==> src/rtl/flit_compressor.sv <==
`default_nettype none
// +----------------------------------------------------------------------------+
// | Module   : flit_compressor                                                 |
// | Purpose  : Base-delta flit compressor with a 2-stage valid/ready pipeline. |
// | Option   : FLITZIP_STATS_EN adds raw_cnt/comp_cnt handshake counters.      |
// | Revision : 1.0 - initial release                                           |
// +----------------------------------------------------------------------------+
module flit_compressor #(
  parameter int INPUT_WIDTH = 128,
  parameter int CHUNK_SIZE  = 8,
  parameter int EN_BITS     = 3,
  parameter int NUM_CHUNKS  = INPUT_WIDTH / CHUNK_SIZE
) (
  input  logic                   clk_in,
  input  logic                   rst_in,
  input  logic                   in_valid,
  output logic                   in_ready,
  input  logic                   is_head,
  input  logic [INPUT_WIDTH-1:0] data_in,
  output logic                   out_valid,
  input  logic                   out_ready,
  output logic [INPUT_WIDTH-1:0] data_out,
  output logic [EN_BITS-1:0]     en_bits,
  output logic [CHUNK_SIZE-1:0]  base,
  output logic                   head_out,
  output logic [1:0]             flit_idx
`ifdef FLITZIP_STATS_EN
  ,
  output logic [15:0]            raw_cnt,
  output logic [15:0]            comp_cnt
`endif
);

  localparam int MAX_W = CHUNK_SIZE - 1;

  // Handshake / flow control
  logic s1_valid_q, s1_valid_d;
  logic s2_valid_q, s2_valid_d;
  logic s1_en_w, s2_en_w, acc_w;

  assign s2_en_w  = !s2_valid_q || out_ready;
  assign s1_en_w  = !s1_valid_q || s2_en_w;
  assign in_ready = !rst_in && s1_en_w;
  assign acc_w    = in_valid && in_ready;

  // Stage-0 combinational: deltas against chunk 0 and minimal width
  logic [CHUNK_SIZE-1:0]  base_w;
  logic [INPUT_WIDTH-1:0] enc_w;
  logic [MAX_W:1]         fit_w;
  logic [EN_BITS-1:0]     width_w;

  assign base_w = CHUNK_SIZE'(0) - data_in[CHUNK_SIZE-1:0];

  for (genvar gi = 0; gi < NUM_CHUNKS; gi++) begin : g_enc
    assign enc_w[gi*CHUNK_SIZE +: CHUNK_SIZE] = data_in[gi*CHUNK_SIZE +: CHUNK_SIZE] + base_w;
  end

  // A delta fits in w signed bits when everything from bit w-1 upward is sign copies.
  always_comb begin
    fit_w = '1;
    for (int w = 1; w <= MAX_W; w++) begin
      for (int i = 0; i < NUM_CHUNKS; i++) begin
        logic signed [CHUNK_SIZE-1:0] ce;
        logic signed [CHUNK_SIZE-1:0] sh;
        ce = $signed(enc_w[i*CHUNK_SIZE +: CHUNK_SIZE]);
        sh = ce >>> (w - 1);
        if (sh != '0 && sh != '1) begin
          fit_w[w] = 1'b0;
        end
      end
    end
  end

  always_comb begin
    width_w = '0;
    for (int w = MAX_W; w >= 1; w--) begin
      if (fit_w[w]) begin
        width_w = EN_BITS'(w);
      end
    end
  end

  // Flit position counter; 3 doubles as the "no head seen" state.
  logic [1:0] cnt_q, cnt_d;
  logic [1:0] idx_w;

  assign idx_w = is_head ? 2'd0 : ((cnt_q == 2'd3) ? 2'd3 : cnt_q + 2'd1);

  // Stage 1 registers
  logic [INPUT_WIDTH-1:0] s1_enc_q;
  logic [EN_BITS-1:0]     s1_w_q;
  logic [CHUNK_SIZE-1:0]  s1_base_q;
  logic                   s1_head_q;
  logic [1:0]             s1_idx_q;

  // Stage-1 combinational: pack for every candidate width, rebuild raw data
  logic [MAX_W:1][INPUT_WIDTH-1:0] pack_all;
  logic [INPUT_WIDTH-1:0]          raw_w;

  for (genvar gw = 1; gw <= MAX_W; gw++) begin : g_pack
    for (genvar gc = 0; gc < NUM_CHUNKS; gc++) begin : g_field
      assign pack_all[gw][gc*gw +: gw] = s1_enc_q[gc*CHUNK_SIZE +: gw];
    end
    assign pack_all[gw][INPUT_WIDTH-1:NUM_CHUNKS*gw] = '0;
  end

  for (genvar gr = 0; gr < NUM_CHUNKS; gr++) begin : g_raw
    assign raw_w[gr*CHUNK_SIZE +: CHUNK_SIZE] = s1_enc_q[gr*CHUNK_SIZE +: CHUNK_SIZE] - s1_base_q;
  end

  logic [INPUT_WIDTH-1:0] s2_data_d;
  logic [CHUNK_SIZE-1:0]  s2_base_d;

  always_comb begin
    s2_data_d = raw_w;
    s2_base_d = '0;
    if (s1_w_q != '0) begin
      s2_base_d = s1_base_q;
      for (int w = 1; w <= MAX_W; w++) begin
        if (s1_w_q == EN_BITS'(w)) begin
          s2_data_d = pack_all[w];
        end
      end
    end
  end

  // Stage 2 registers (drive the outputs directly)
  logic [INPUT_WIDTH-1:0] s2_data_q;
  logic [EN_BITS-1:0]     s2_w_q;
  logic [CHUNK_SIZE-1:0]  s2_base_q;
  logic                   s2_head_q;
  logic [1:0]             s2_idx_q;

  always_comb begin
    s1_valid_d = s1_en_w ? acc_w : s1_valid_q;
    s2_valid_d = s2_en_w ? s1_valid_q : s2_valid_q;
    cnt_d      = acc_w ? idx_w : cnt_q;
  end

  always_ff @(posedge clk_in or posedge rst_in) begin
    if (rst_in) begin
      s1_valid_q <= 1'b0;
      s2_valid_q <= 1'b0;
      cnt_q      <= 2'd3;
      s1_enc_q   <= '0;
      s1_w_q     <= '0;
      s1_base_q  <= '0;
      s1_head_q  <= 1'b0;
      s1_idx_q   <= 2'd0;
      s2_data_q  <= '0;
      s2_w_q     <= '0;
      s2_base_q  <= '0;
      s2_head_q  <= 1'b0;
      s2_idx_q   <= 2'd0;
    end else begin
      s1_valid_q <= s1_valid_d;
      s2_valid_q <= s2_valid_d;
      cnt_q      <= cnt_d;
      if (acc_w) begin
        s1_enc_q  <= enc_w;
        s1_w_q    <= width_w;
        s1_base_q <= base_w;
        s1_head_q <= is_head;
        s1_idx_q  <= idx_w;
      end
      if (s2_en_w && s1_valid_q) begin
        s2_data_q <= s2_data_d;
        s2_w_q    <= s1_w_q;
        s2_base_q <= s2_base_d;
        s2_head_q <= s1_head_q;
        s2_idx_q  <= s1_idx_q;
      end
    end
  end

  assign out_valid = s2_valid_q;
  assign data_out  = s2_data_q;
  assign en_bits   = s2_w_q;
  assign base      = s2_base_q;
  assign head_out  = s2_head_q;
  assign flit_idx  = s2_idx_q;

`ifdef FLITZIP_STATS_EN
  logic [15:0] raw_cnt_q, comp_cnt_q;

  always_ff @(posedge clk_in or posedge rst_in) begin
    if (rst_in) begin
      raw_cnt_q  <= 16'd0;
      comp_cnt_q <= 16'd0;
    end else if (s2_valid_q && out_ready) begin
      if (s2_w_q == '0) begin
        raw_cnt_q <= raw_cnt_q + 16'd1;
      end else begin
        comp_cnt_q <= comp_cnt_q + 16'd1;
      end
    end
  end

  assign raw_cnt  = raw_cnt_q;
  assign comp_cnt = comp_cnt_q;
`endif

endmodule
`default_nettype wire
==> config.mk <==
export PLATFORM = sky130hd
export DESIGN_NAME = flit_compressor
export DESIGN_NICKNAME = d
export VERILOG_FILES = /design/src/rtl/flit_compressor.sv
export SDC_FILE = /design/constraint.sdc
export NUM_CORES = 1
export LEC_CHECK = 0
export CAP_MARGIN = 5
export CORE_MARGIN = 1.5
export CORE_UTILIZATION = 25
export CTS_CLUSTER_DIAMETER = 120
export DETAILED_ROUTE_END_ITERATION = 10
export PLACE_DENSITY_LB_ADDON = 0.05
export RECOVER_POWER = 50
export REMOVE_ABC_BUFFERS = 1
export SYNTH_ARGS = -nofsm -noshare
export SYNTH_HDL_FRONTEND = slang
export SYNTH_SLANG_ARGS = --single-unit
==> constraint.sdc <==
create_clock -name clk_in -period 8.79 [get_ports clk_in]
set_input_delay 0.879 -clock clk_in [delete_from_list [all_inputs] [get_ports clk_in]]
set_output_delay 0.879 -clock clk_in [all_outputs]
set_load 0.1 [all_outputs]
After elaboration in Yosys (flattened, before gate mapping)
Cells that the tools add are included.
{"block": "totals", "ff_bits": 288, "input_bits": 133, "output_inout_bits": 144, "word_cells": 530}
{"block": "classes", "add_sub_neg": 34, "eq_ne": 120, "n_mux": 130, "reduce_logical": 233}
{"operator": "$mux W128", "count": 8}
{"operator": "$ne A8 B8 Y1 const B", "count": 112}
{"operator": "$reduce_bool A8 Y1", "count": 112}
{"operator": "$add A8 B8 Y8", "count": 16}
{"operator": "$sub A8 B8 Y8", "count": 16}
{"operator": "$logic_and A1 B1 Y1", "count": 115}
{"operator": "$mux W1", "count": 112}
{"operator": "$mux W3", "count": 7}
{"operator": "$eq A3 B3 Y1 const B", "count": 4}
{"operator": "$mux W8", "count": 1}
{"operator": "$sub A1 B8 Y8 const A", "count": 1}
{"operator": "$eq A3 B2 Y1 const B", "count": 2}
{"operator": "$mux W2", "count": 2}
{"operator": "$eq A3 B1 Y1 const B", "count": 1}
{"operator": "$logic_not A1 Y1", "count": 3}
{"operator": "$reduce_bool A3 Y1", "count": 1}
{"operator": "$add A2 B1 Y2 const B", "count": 1}
{"operator": "$eq A2 B2 Y1 const B", "count": 1}
{"operator": "$logic_or A1 B1 Y1", "count": 2}

Depth between registers and ports, before layout
Gate-level depths: netlist of run 1.
{"block": "depth", "depth_word": 27, "ltp_mapped": 21, "depth_no_buf": 21}

Least setup slack after synthesis of run 1
OpenSTA, ideal clock, no wires.
{"block": "synth_timing", "path_kind": "input-to-reg", "startpoint": "in data_in[0]", "endpoint": "reg s1_w_q[2]", "setup_time_ns": 0.096, "t_arrival_ns": 5.666, "required_ns": 8.694, "setup_slack_ns": 3.028, "cell_stages": 18, "n_path_buf": 0, "path_cell_list": "inv_1 -> ha_1 -> nand2b_1 -> nor4_1 -> xnor2_1 -> ha_1 -> inv_1 -> and3_1 -> a211o_1 -> a311oi_1 -> ha_1 -> and2_1 -> a32oi_1 -> or4_1 -> or4_1 -> o41a_1 -> and2_4 -> o32ai_2"}
{"block": "synth_between", "elab_chain_len": 27, "word_cells_on_any_way": 472, "classes_between": "17 x add/sub; 112 x eq/ne; 119 x mux; 224 x reduce/logical"}
{"item": "start: declaration", "line": "19", "source": "input logic [INPUT_WIDTH-1:0] data_in,"}
{"item": "$sub A1 B8 Y8 *", "line": "52", "source": "assign base_w = CHUNK_SIZE'(0) - data_in[CHUNK_SIZE-1:0];"}
{"item": "net base_w[6]", "line": "47", "source": "logic [CHUNK_SIZE-1:0] base_w;"}
{"item": "$add A8 B8 Y8", "line": "55", "source": "assign enc_w[gi*CHUNK_SIZE +: CHUNK_SIZE] = data_in[gi*CHUNK_SIZE +: CHUNK_SIZE] + base_w;"}
{"item": "$ne A8 B8 Y1 or $reduce_bool A8 Y1 (tied branches)", "line": "67", "source": "if (sh != '0 && sh != '1) begin"}
{"item": "$logic_and A1 B1 Y1", "line": "67"}
{"item": "$mux W1 (16 in series)", "line": "67"}
{"item": "$mux W3 (6 in series)", "line": "77", "source": "if (fit_w[w]) begin"}
{"item": "$mux W3 *", "line": "77"}
{"item": "end signal: assignment", "line": "161", "source": "s1_w_q <= width_w;"}
{"item": "end: declaration", "line": "91", "source": "logic [EN_BITS-1:0] s1_w_q;"}
The timed path passes the listed nets; every way through them passes the cells marked *.
A chain may end at the register's enable or synchronous reset.

Final worst setup path of run 1
{"block": "layout_timing", "startpoint": "reg s1_w_q[2]", "endpoint": "reg s2_data_q[23] (netlist: data_out[23])"}
{"block": "layout_between", "elab_chain_len": 9, "word_cells_on_any_way": 16, "classes_between": "7 x eq/ne; 8 x mux; 1 x reduce/logical"}
{"item": "$eq A3 B1 Y1", "line": "120", "source": "if (s1_w_q == EN_BITS'(w)) begin"}
{"item": "$mux W128 (7 in series)", "line": "120"}
{"item": "$mux W128 *", "line": "117", "source": "if (s1_w_q != '0) begin"}
{"item": "end signal: assignment", "line": "167", "source": "s2_data_q <= s2_data_d;"}
{"item": "end: declaration", "line": "128", "source": "logic [INPUT_WIDTH-1:0] s2_data_q;"}
Mark *: on every way between the ends. The rest lies on a longest branch, timed or not.

==> results of run 1 <==
-- synthesized netlist by cell type, types with 24 or more instances --
master / number
sky130_fd_sc_hd__a21o_1: 64
sky130_fd_sc_hd__a21oi_1: 236
sky130_fd_sc_hd__a221oi_1: 41
sky130_fd_sc_hd__a22oi_1: 30
sky130_fd_sc_hd__and3_1: 26
sky130_fd_sc_hd__buf_1: 32
sky130_fd_sc_hd__clkbuf_1: 134
sky130_fd_sc_hd__dfrtp_1: 284
sky130_fd_sc_hd__fa_1: 31
sky130_fd_sc_hd__ha_1: 255
sky130_fd_sc_hd__inv_1: 188
sky130_fd_sc_hd__mux2i_1: 53
sky130_fd_sc_hd__nand2_1: 449
sky130_fd_sc_hd__nand2b_1: 32
sky130_fd_sc_hd__nand3_1: 77
sky130_fd_sc_hd__nand4_1: 36
sky130_fd_sc_hd__nor2_1: 164
sky130_fd_sc_hd__nor2b_1: 24
sky130_fd_sc_hd__nor3_1: 46
sky130_fd_sc_hd__nor4_1: 28
sky130_fd_sc_hd__o21a_1: 31
sky130_fd_sc_hd__o21ai_0: 363
sky130_fd_sc_hd__o21bai_1: 34
sky130_fd_sc_hd__o221ai_1: 35
sky130_fd_sc_hd__o22ai_1: 42
sky130_fd_sc_hd__xnor2_1: 134
sky130_fd_sc_hd__xor2_1: 70
-- worst max path at each step --
stage               startpoint      endpoint  slack [ns]  cells past startpoint
CTS                 data_in[0]     s1_w_q[1]        1.91                     20
global placement    data_in[0]     s1_w_q[1]        1.55                     20
finish               s1_w_q[2]  data_out[23]        1.81                      9
floorplan               rst_in       base[0]        0.02                      1
global route        data_in[0]     s1_w_q[1]        1.49                     20
detailed placement  data_in[0]     s1_w_q[1]        1.38                     20
-- flip-flops by register name, indices dropped and copies added, names as in the netlist --
register,cells
s1_w_q,3
s1_valid_q,1
s1_base_q,8
data_out,128
head_out,1
out_valid,1
s1_enc_q,126
s1_idx_q,2
s1_head_q,1
en_bits,3
cnt_q,2
flit_idx,2
base,8
-- metal layers --
layer,up-vias,part of all wire,routed length [um],GRT usage
met3,144,0.050,6780,0.0238
li1,12500,-,-,-
met2,902,0.45,60800,0.386
met5,-,0,0,0
met4,0,0.023,3070,0.0548
met1,13200,0.48,65400,0.358
-- worst max-delay path, cell delays in order, from the launching register on --
cell,delay (ns)
sky130_fd_sc_hd__dfrtp_1,1.60
sky130_fd_sc_hd__clkbuf_1,1.95
sky130_fd_sc_hd__clkbuf_1,1.85
sky130_fd_sc_hd__nand2b_1,0.36
sky130_fd_sc_hd__o21ai_0,0.23
sky130_fd_sc_hd__a21oi_1,0.11
sky130_fd_sc_hd__nand2_1,0.14
sky130_fd_sc_hd__a21oi_1,0.08
sky130_fd_sc_hd__o22ai_1,0.33
sky130_fd_sc_hd__o21ai_0,0.11
-- cell type report --
cell class / count / share of cell area
clock inverters: 16 / 0.00610
flip-flops and latches: 286 / 0.221
well taps: 1391 / 0.0537
repair buffers: 336 / 0.0998
multi-input cells: 2657 / 0.563
diodes: 3 / 0.000232
clock buffers: 54 / 0.0338
inverters: 190 / 0.0220
-- cells by family after synthesis --
family / Yosys count / share of synthesized area
AO/OA/AOI/OAI: 1097 / 0.261
AND/OR/NAND/NOR: 992 / 0.175
buffers and inverters: 360 / 0.0516
adder cells (fa/ha/maj): 287 / 0.143
flip-flops: 286 / 0.268
XOR/XNOR: 216 / 0.0765
multiplexers: 65 / 0.0257
-- power groups by stage --
stage	registers [mW]	clock network (mW)	logic, mW
2_1_floorplan	4.01	0	2.36
3_3_place_gp	2.31	0	6.10
3_5_place_dp	2.32	0	6.11
4_1_cts	2.30	1.70	6.12
5_1_grt	2.34	1.75	6.53
6_report	2.31	1.65	6.11
-- through the flow --
stage | hold WS, ns | power [mW] | cell area, sq um | std cells | utilization
after CTS | 0.469 | 10.1 | 32500 | 4930 | 0.307
after detailed placement | 0.457 | 8.43 | 31200 | 4860 | 0.295
after global routing | 0.487 | 10.6 | 32400 | 4930 | 0.307
final | 0.460 | 10.1 | 32400 | 4933 | 0.307
after global placement | 0.457 | 8.41 | 31200 | 4860 | 0.295
after floorplan | 0.439 | 6.37 | 26100 | 3133 | -
==> summary.md, run 1 <==
The floorplan step defined a die boundary enclosing 0.109 sq mm. Reg-to-reg critical path startpoint: s1_w_q[2]. The worst register-to-register path has a depth of 9. The tools report the relative contribution of the clock network to total power as 0.164. The first global-routing pass estimated 194000 um of wire. The achievable frequency was 143 MHz; the ratio of total power to cell area was 310 mW/mm^2. The flop-to-flop setup slack is 1.81 ns, and the post-synthesis instance area is 0.0268 sq mm. The number of remaining DRC errors was 0. The tools report the critical path launch point type as a flip-flop.

Number of cells on the worst hold path: 2. The overflow left after global routing is 0. The antenna violation net count after detailed routing is 0, and the area occupied by registers is 0.00717 sq mm. In this run the core area contains 119 standard-cell rows. The largest area contributor in the synthesized netlist was sky130_fd_sc_hd__dfrtp_1. The tree is rooted in a sky130_fd_sc_hd__clkbuf_16.

Adding up every negative setup slack in the final design gives 0 ns. The number of gates given a new drive strength after cts was 0. The tools report the number of buffers added to fix hold violations after cts as 0.

Dividing the detail-routed wire length by the instance count gives 27.6 um. The synthesized design contains 0 enable-type register cells. The slack of the critical path was 1.81 ns. Half-perimeter wire length after placement: 103000 um. For this design the top-level I/O count stands at 277. After clock tree synthesis, the setup repair step added 0 buffers. Setup violations remaining at the end of the flow were counted as 0. The run gives 96 as the count of distinct cell types in the synthesized netlist. Setup repair after global routing left no endpoint under its margin. Clock skew on the completed layout was measured at 0.0163 ns. Using the TritonRoute via totals, the vias-per-cell ratio works out to 5.42.

Summed over all layers, the routed wires come to 136000 um. The number of nets in the layout came out at 3929. The fraction of the yosys area taken by sequential cells was 0.268. The count of routing violations after the opening detailed-route iteration is 2427. The type of the worst min-delay path is reg -> reg.

CTS saw 286 sinks. In this run the mean area of a mapped cell was 8.10 sq um. Buffers placed on the I/O ports in this run total 276. The register share of total power came out at 0.229. In this run the static leakage power is 13.6 nW. The tools report the end of the worst register-to-register path as data_out[23]. Buffers inserted during clock tree synthesis total 39. The analysis attributes to net switching a power of 5.57 mW.

The logs give 9.19 ns for the required time of the critical path and -2.16 for the worst relative slew slack. The run gives 0.607 as the part of the total power dissipated in combinational logic. Compared with the post-synthesis result, the final layout area differs by 21.2%.

The floorplan die height is 330 um, and the internal power contribution is 4.49 mW. For the number of global-route vias before repair, the log shows 25800. TritonCTS built the clock tree.

The latest clock arrival within the worst-skew pair is 0.59 ns. The Yosys step of the flow raised 0 warnings. The run gives 0.906 as the routability congestion estimate from global placement.

The area of the core was 0.106 sq mm; the routed via count was 26800. The initial core utilization was 0.253. The portion of the clock cycle consumed by the worst path in the final layout is 0.794, and the number of filler instances in the final layout is 11300. The run gives 2 as the number of levels the H-tree was split into. The horizontal die dimension was 330 um; the count of state elements after synthesis was 286.

The hold violation total from the final report was 0; the minimum setup slack after placement was 1.38 ns. At the worst endpoint, the arrival time is 7.38 ns. The critical path in this run is classified as reg -> reg. The tools report the startpoint of the worst hold path as data_out[48]. The checks that failed: capacitance limit, slew limit. Max-cap violations in this run came to 11. The maximum buffer depth of the clock tree was 3; the gate count of the mapped netlist was 3303. In the synthesized netlist the dominant register cell turns out to be sky130_fd_sc_hd__dfrtp_1. For the pin with the worst max-slew slack, the measured transition is 4.71 ns.

The initial antenna violation count was 4. The path with the worst hold slack has its endpoint at data_out[48]. Leaving out fill and tap cells, the most frequent cells in the layout are sky130_fd_sc_hd__nand2_1 (449), sky130_fd_sc_hd__o21ai_0 (363), sky130_fd_sc_hd__dfrtp_1 (282).

The footprint of the multi-input gates is 0.0183 sq mm, and the total count of max-transition violations in the final report is 686. The flow ran to the end, but the final reports show violations. The most frequent standard cell in the layout excluding fill and tap cells is sky130_fd_sc_hd__nand2_1. The share of Yosys cell area claimed by the top area cell type works out to 0.266. The proportion of synthesized flip-flops having asynchronous set or reset was 1.00; the clock-pin slew on the worst setup and hold paths was 0.06 ns. The share of post-route cells with drive strength above 1 was 0.0503; the largest fanout of any net on the critical path was 53. The logs give 6 for the number of search-and-repair iterations in the first detailed-routing pass and 0.245 for the global router's overall resource usage. In the post-synthesis netlist, the biggest area contributors are sky130_fd_sc_hd__dfrtp_1 (27%), sky130_fd_sc_hd__ha_1 (12%), sky130_fd_sc_hd__o21ai_0 (6.8%), sky130_fd_sc_hd__nand2_1 (6.3%), sky130_fd_sc_hd__a21oi_1 (4.4%). Entering global routing, the biggest net connects 208 pins. The switching power as a share of total power was 0.554.

The worst setup path is captured at a flip-flop. The tools report the maximum vdd ir drop as 0.202 mV. After layout, the minimum clock period comes to 6.98 ns.
(Power assumes the default switching activity.)
==> run 2, diff against run 1 <==
==> constraint.sdc (replaced) <==
create_clock -name clk_in -period 7.1 [get_ports clk_in]
set_input_delay 0.71 -clock clk_in [delete_from_list [all_inputs] [get_ports clk_in]]
set_output_delay 0.71 -clock clk_in [all_outputs]
set_load 0.1 [all_outputs]
==> run 2 against run 1 <==
Compared with the run above: the run still ends with capacitance limit, slew limit left; sequential power rose by 24%; flip-flop and latch count did not move; via count rose by 0.65%; highest routed layer unchanged; worst setup slack got worse by 1.2 ns; power rose by 24%; largest cell class unchanged.
==> summary.md, run 2 (synthesis results as in run 1) <==
The logs give 0.165 (about the same) for the relative contribution of the clock network to total power and 0.253 (unchanged) for the initial core utilization. The run gives 7.56 ns (-1.63 ns) as the required time of the critical path. The tree is rooted in a sky130_fd_sc_hd__clkbuf_16. Walking the worst path, the cells encountered are clkdlybuf4s50_1 > inv_1 > ha_1 > clkbuf_1 > ha_1 > a211oi_1 > nor2_1 > xnor2_1 > and4_1 > nand3_1 > or3b_2 > a221oi_1 > nand4_1 > o31ai_1 > nor2_1 > a221o_1. The number of cells on the worst hold path is 2 (unchanged). The largest stage delay on the critical path was 1.24 ns (-0.71 ns).

The tools report the antenna violation net count after detailed routing as 0 (unchanged). Library cell contributing the largest single delay on the critical path: sky130_fd_sc_hd__clkbuf_1. The floorplan die height came out at 330 um (unchanged).

The portion of the clock cycle consumed by the worst path in the final layout works out to 0.915. The clock-pin slew on the worst setup and hold paths works out to 0.06 ns (about the same). The die area is 0.109 sq mm (unchanged), and the total negative slack for setup checks is 0 ns (unchanged). The I/O pin count came out at 277 (unchanged).

The total setup violations reported at the end of the flow is 0 (unchanged), and the number of vias per cell is 5.44 (+0.39%). The run gives 2 (unchanged) as the number of levels the H-tree was split into. The tools report the maximum number of pins on one net before global-route repair as 172 (-17%). The worst setup path is of the in -> reg kind.

The ratio of total power to cell area works out to 384 mW/mm^2 (+24%). The run gives 0.106 sq mm (unchanged) as the area of the core. The horizontal die dimension works out to 330 um (unchanged). TritonCTS built the clock tree. The worst setup path is launched from an input port. The tools report the worst min-delay path endpoint as flit_idx[0]. The run gives 193000 um (-0.56%) as the wire length of the first global-routing pass.

For the routed wire length, the log shows 136000 um (-0.11%). The number of buffers added to fix hold violations after cts was 0 (unchanged). The largest fanout of any net on the critical path was 17 (-68%); the routability congestion estimate from global placement was 0.942 (+3.9%). The post-route clock skew was 0.0171 ns (+0.000877 ns). For the total count of max-transition violations in the final report, the log shows 732 (+6.7%). For the count of routing violations after the opening detailed-route iteration, the log shows 2314 (-4.7%).

The final reports fail on capacitance limit, slew limit. Leaving out fill and tap cells, the most frequent cell in the layout is sky130_fd_sc_hd__nand2_1. The tools report the half-perimeter wire length after placement as 103000 um (about the same).

The tools report the number of nets in the layout as 3944 (+0.38%). The final design utilization is 0.308 (+0.00142). Register share of total power: 0.228 (about the same). The flow ran to the end, but the final reports show violations.

The static leakage came out at 13.7 nW (+0.73%). The logs give 0 (unchanged) for the hold violation total from the final report and 5.62 mW (+25%) for the internal power contribution. The type of the worst min-delay path was reg -> reg. The top cell types in the final layout, fill and taps aside, are sky130_fd_sc_hd__nand2_1 (449), sky130_fd_sc_hd__o21ai_0 (363), sky130_fd_sc_hd__dfrtp_1 (281). Setup repair after global routing left no endpoint under its margin. The number of search-and-repair iterations in the first detailed-routing pass came out at 6 (unchanged). The global router's overall resource usage is 0.243 (-0.00126). STA classifies the critical path endpoint as a flip-flop. For the total CTS buffers, the log shows 38 (-2.6%). For the count of clock tree sinks, the log shows 286 (unchanged).

The number of post-CTS setup repair buffers was 0 (unchanged); the number of global-route vias before repair was 26100 (+1.1%). Flop-to-flop setup slack: 0.84 ns (-0.97 ns). Port buffer count: 276 (unchanged). The number of remaining DRC errors is 0 (unchanged). The number of buffer and inverter instances along the worst setup path came out at 3 (+1).

For the initial antenna violation count, the log shows 2 (-2). Startpoint of the worst hold path: s1_idx_q[0]. The run gives 0.607 (about the same) as the part of the total power dissipated in combinational logic. The routed wire length per instance is 27.5 um (-0.37%), and the latest clock arrival within the worst-skew pair is 0.60 ns (about the same). Arrival time reported for the critical path endpoint: 6.96 ns (-0.42 ns).

In this run the critical register-to-register path is launched from s1_w_q[2]. The maximum vdd ir drop came out at 0.268 mV (+32%). The worst relative slew slack was -2.27 (-0.114). The share of post-route cells with drive strength above 1 is 0.0546 (+0.00431). The area growth from synthesis to layout is 21.7%. The tools report the end of the worst register-to-register path as data_out[27].

The slew at the pin with the worst max-slew slack works out to 4.91 ns (+0.196 ns). On the critical path the largest part of the delay comes from buffers and inverters. The flip-flop count of the largest register after layout was 128 (unchanged); the net switching power was 6.90 mW (+24%).

The number of gates given a new drive strength after cts is 0 (unchanged). The number of cells on the worst reg-to-reg path was 9 (unchanged). The switching power as a share of total power came out at 0.551 (-0.00275). For this run, the top clock speed supported by timing is 154 MHz.

The tools report the maximum buffer depth of the clock tree as 3 (unchanged). Number of max-cap violations: 9 (-2). The final critical delay including setup and external delays was 6.50 ns.

The routed via count is 26900 (+0.65%). The tools report the count of standard-cell rows as 119 (unchanged). The overflow left after global routing was 0 (unchanged).
## run 2: cell types whose count changed in the layout (fill, tap and decap cells not counted), moves of 3 or more
cell and delta:
sky130_fd_sc_hd__clkinvlp_4 -4, sky130_fd_sc_hd__clkbuf_8 +4, sky130_fd_sc_hd__clkbuf_1 -3, sky130_fd_sc_hd__buf_4 +15, sky130_fd_sc_hd__dlygate4sd3_1 -11, sky130_fd_sc_hd__clkdlybuf4s50_1 +11
## run 2: through the flow
stage                     worst slack [ns]  area [sq um]  hold WS (ns)  total power, mW  instances
after floorplan                      -1.50         26100         0.439             7.89       3133
after global placement               0.489         31300         0.453             10.4       4876
after detailed placement             0.335         31300         0.458             10.4       4876
after CTS                            0.947         32600         0.472             12.6       4944
after global routing                 0.375         32600         0.490             13.2       4944
final                                0.601         32600         0.468             12.5       4946
## run 2: how the worst max path moves through the flow
stage / start / to / slack, ns / cells after the start
detailed placement: data_in[1] / s1_w_q[1] / 0.34 / 23
CTS: data_in[0] / s1_w_q[1] / 0.95 / 23
global placement: data_in[1] / s1_w_q[1] / 0.49 / 23
finish: data_in[1] / s1_w_q[1] / 0.60 / 16
floorplan: rst_in / base[0] / -1.50 / 1
global route: data_in[1] / s1_w_q[2] / 0.38 / 20
## run 2: power by group through the flow
| stage | Combinational, mW | Clock [mW] | Sequential (mW) |
|---|---|---|---|
| after floorplan | 2.92 | 0 | 4.97 |
| after detailed placement | 7.57 | 0 | 2.87 |
| after global routing | 8.09 | 2.19 | 2.90 |
| after CTS | 7.59 | 2.13 | 2.85 |
| after global placement | 7.55 | 0 | 2.87 |
| final | 7.59 | 2.07 | 2.86 |
## run 2: worst register-to-register path, cell delays in order, from the launching register on
cell                       delay, ns
sky130_fd_sc_hd__dfrtp_4        0.71
sky130_fd_sc_hd__buf_4          0.53
sky130_fd_sc_hd__clkbuf_1       2.70
sky130_fd_sc_hd__nand2_1        0.94
sky130_fd_sc_hd__o22ai_1        0.43
sky130_fd_sc_hd__a31oi_1        0.07
sky130_fd_sc_hd__a21oi_1        0.13
sky130_fd_sc_hd__o221ai_1       0.13
sky130_fd_sc_hd__o21ai_0        0.26
sky130_fd_sc_hd__o21ai_0        0.13
## run 2: per-layer routing
metal  vias up  share of wire  wire length, um  global-route usage
met1     13300           0.48            64600               0.352
met5         -              0                0                   0
met3       161          0.050             6830              0.0242
met2       957           0.45            60600               0.381
li1      12500              -                -                   -
met4         0          0.029             3930              0.0690
## run 2: layout make-up
| class | instances | area [sq um] |
|---|---|---|
| diodes | 2 | 5.00 |
| clock buffers | 56 | 1100 |
| clock inverters | 12 | 193 |
| fillers | 11300 | 73100 |
| inverters | 190 | 713 |
| multi-input cells | 2657 | 18300 |
| flip-flops and latches | 286 | 7170 |
| well taps | 1391 | 1740 |
| repair buffers | 352 | 3390 |
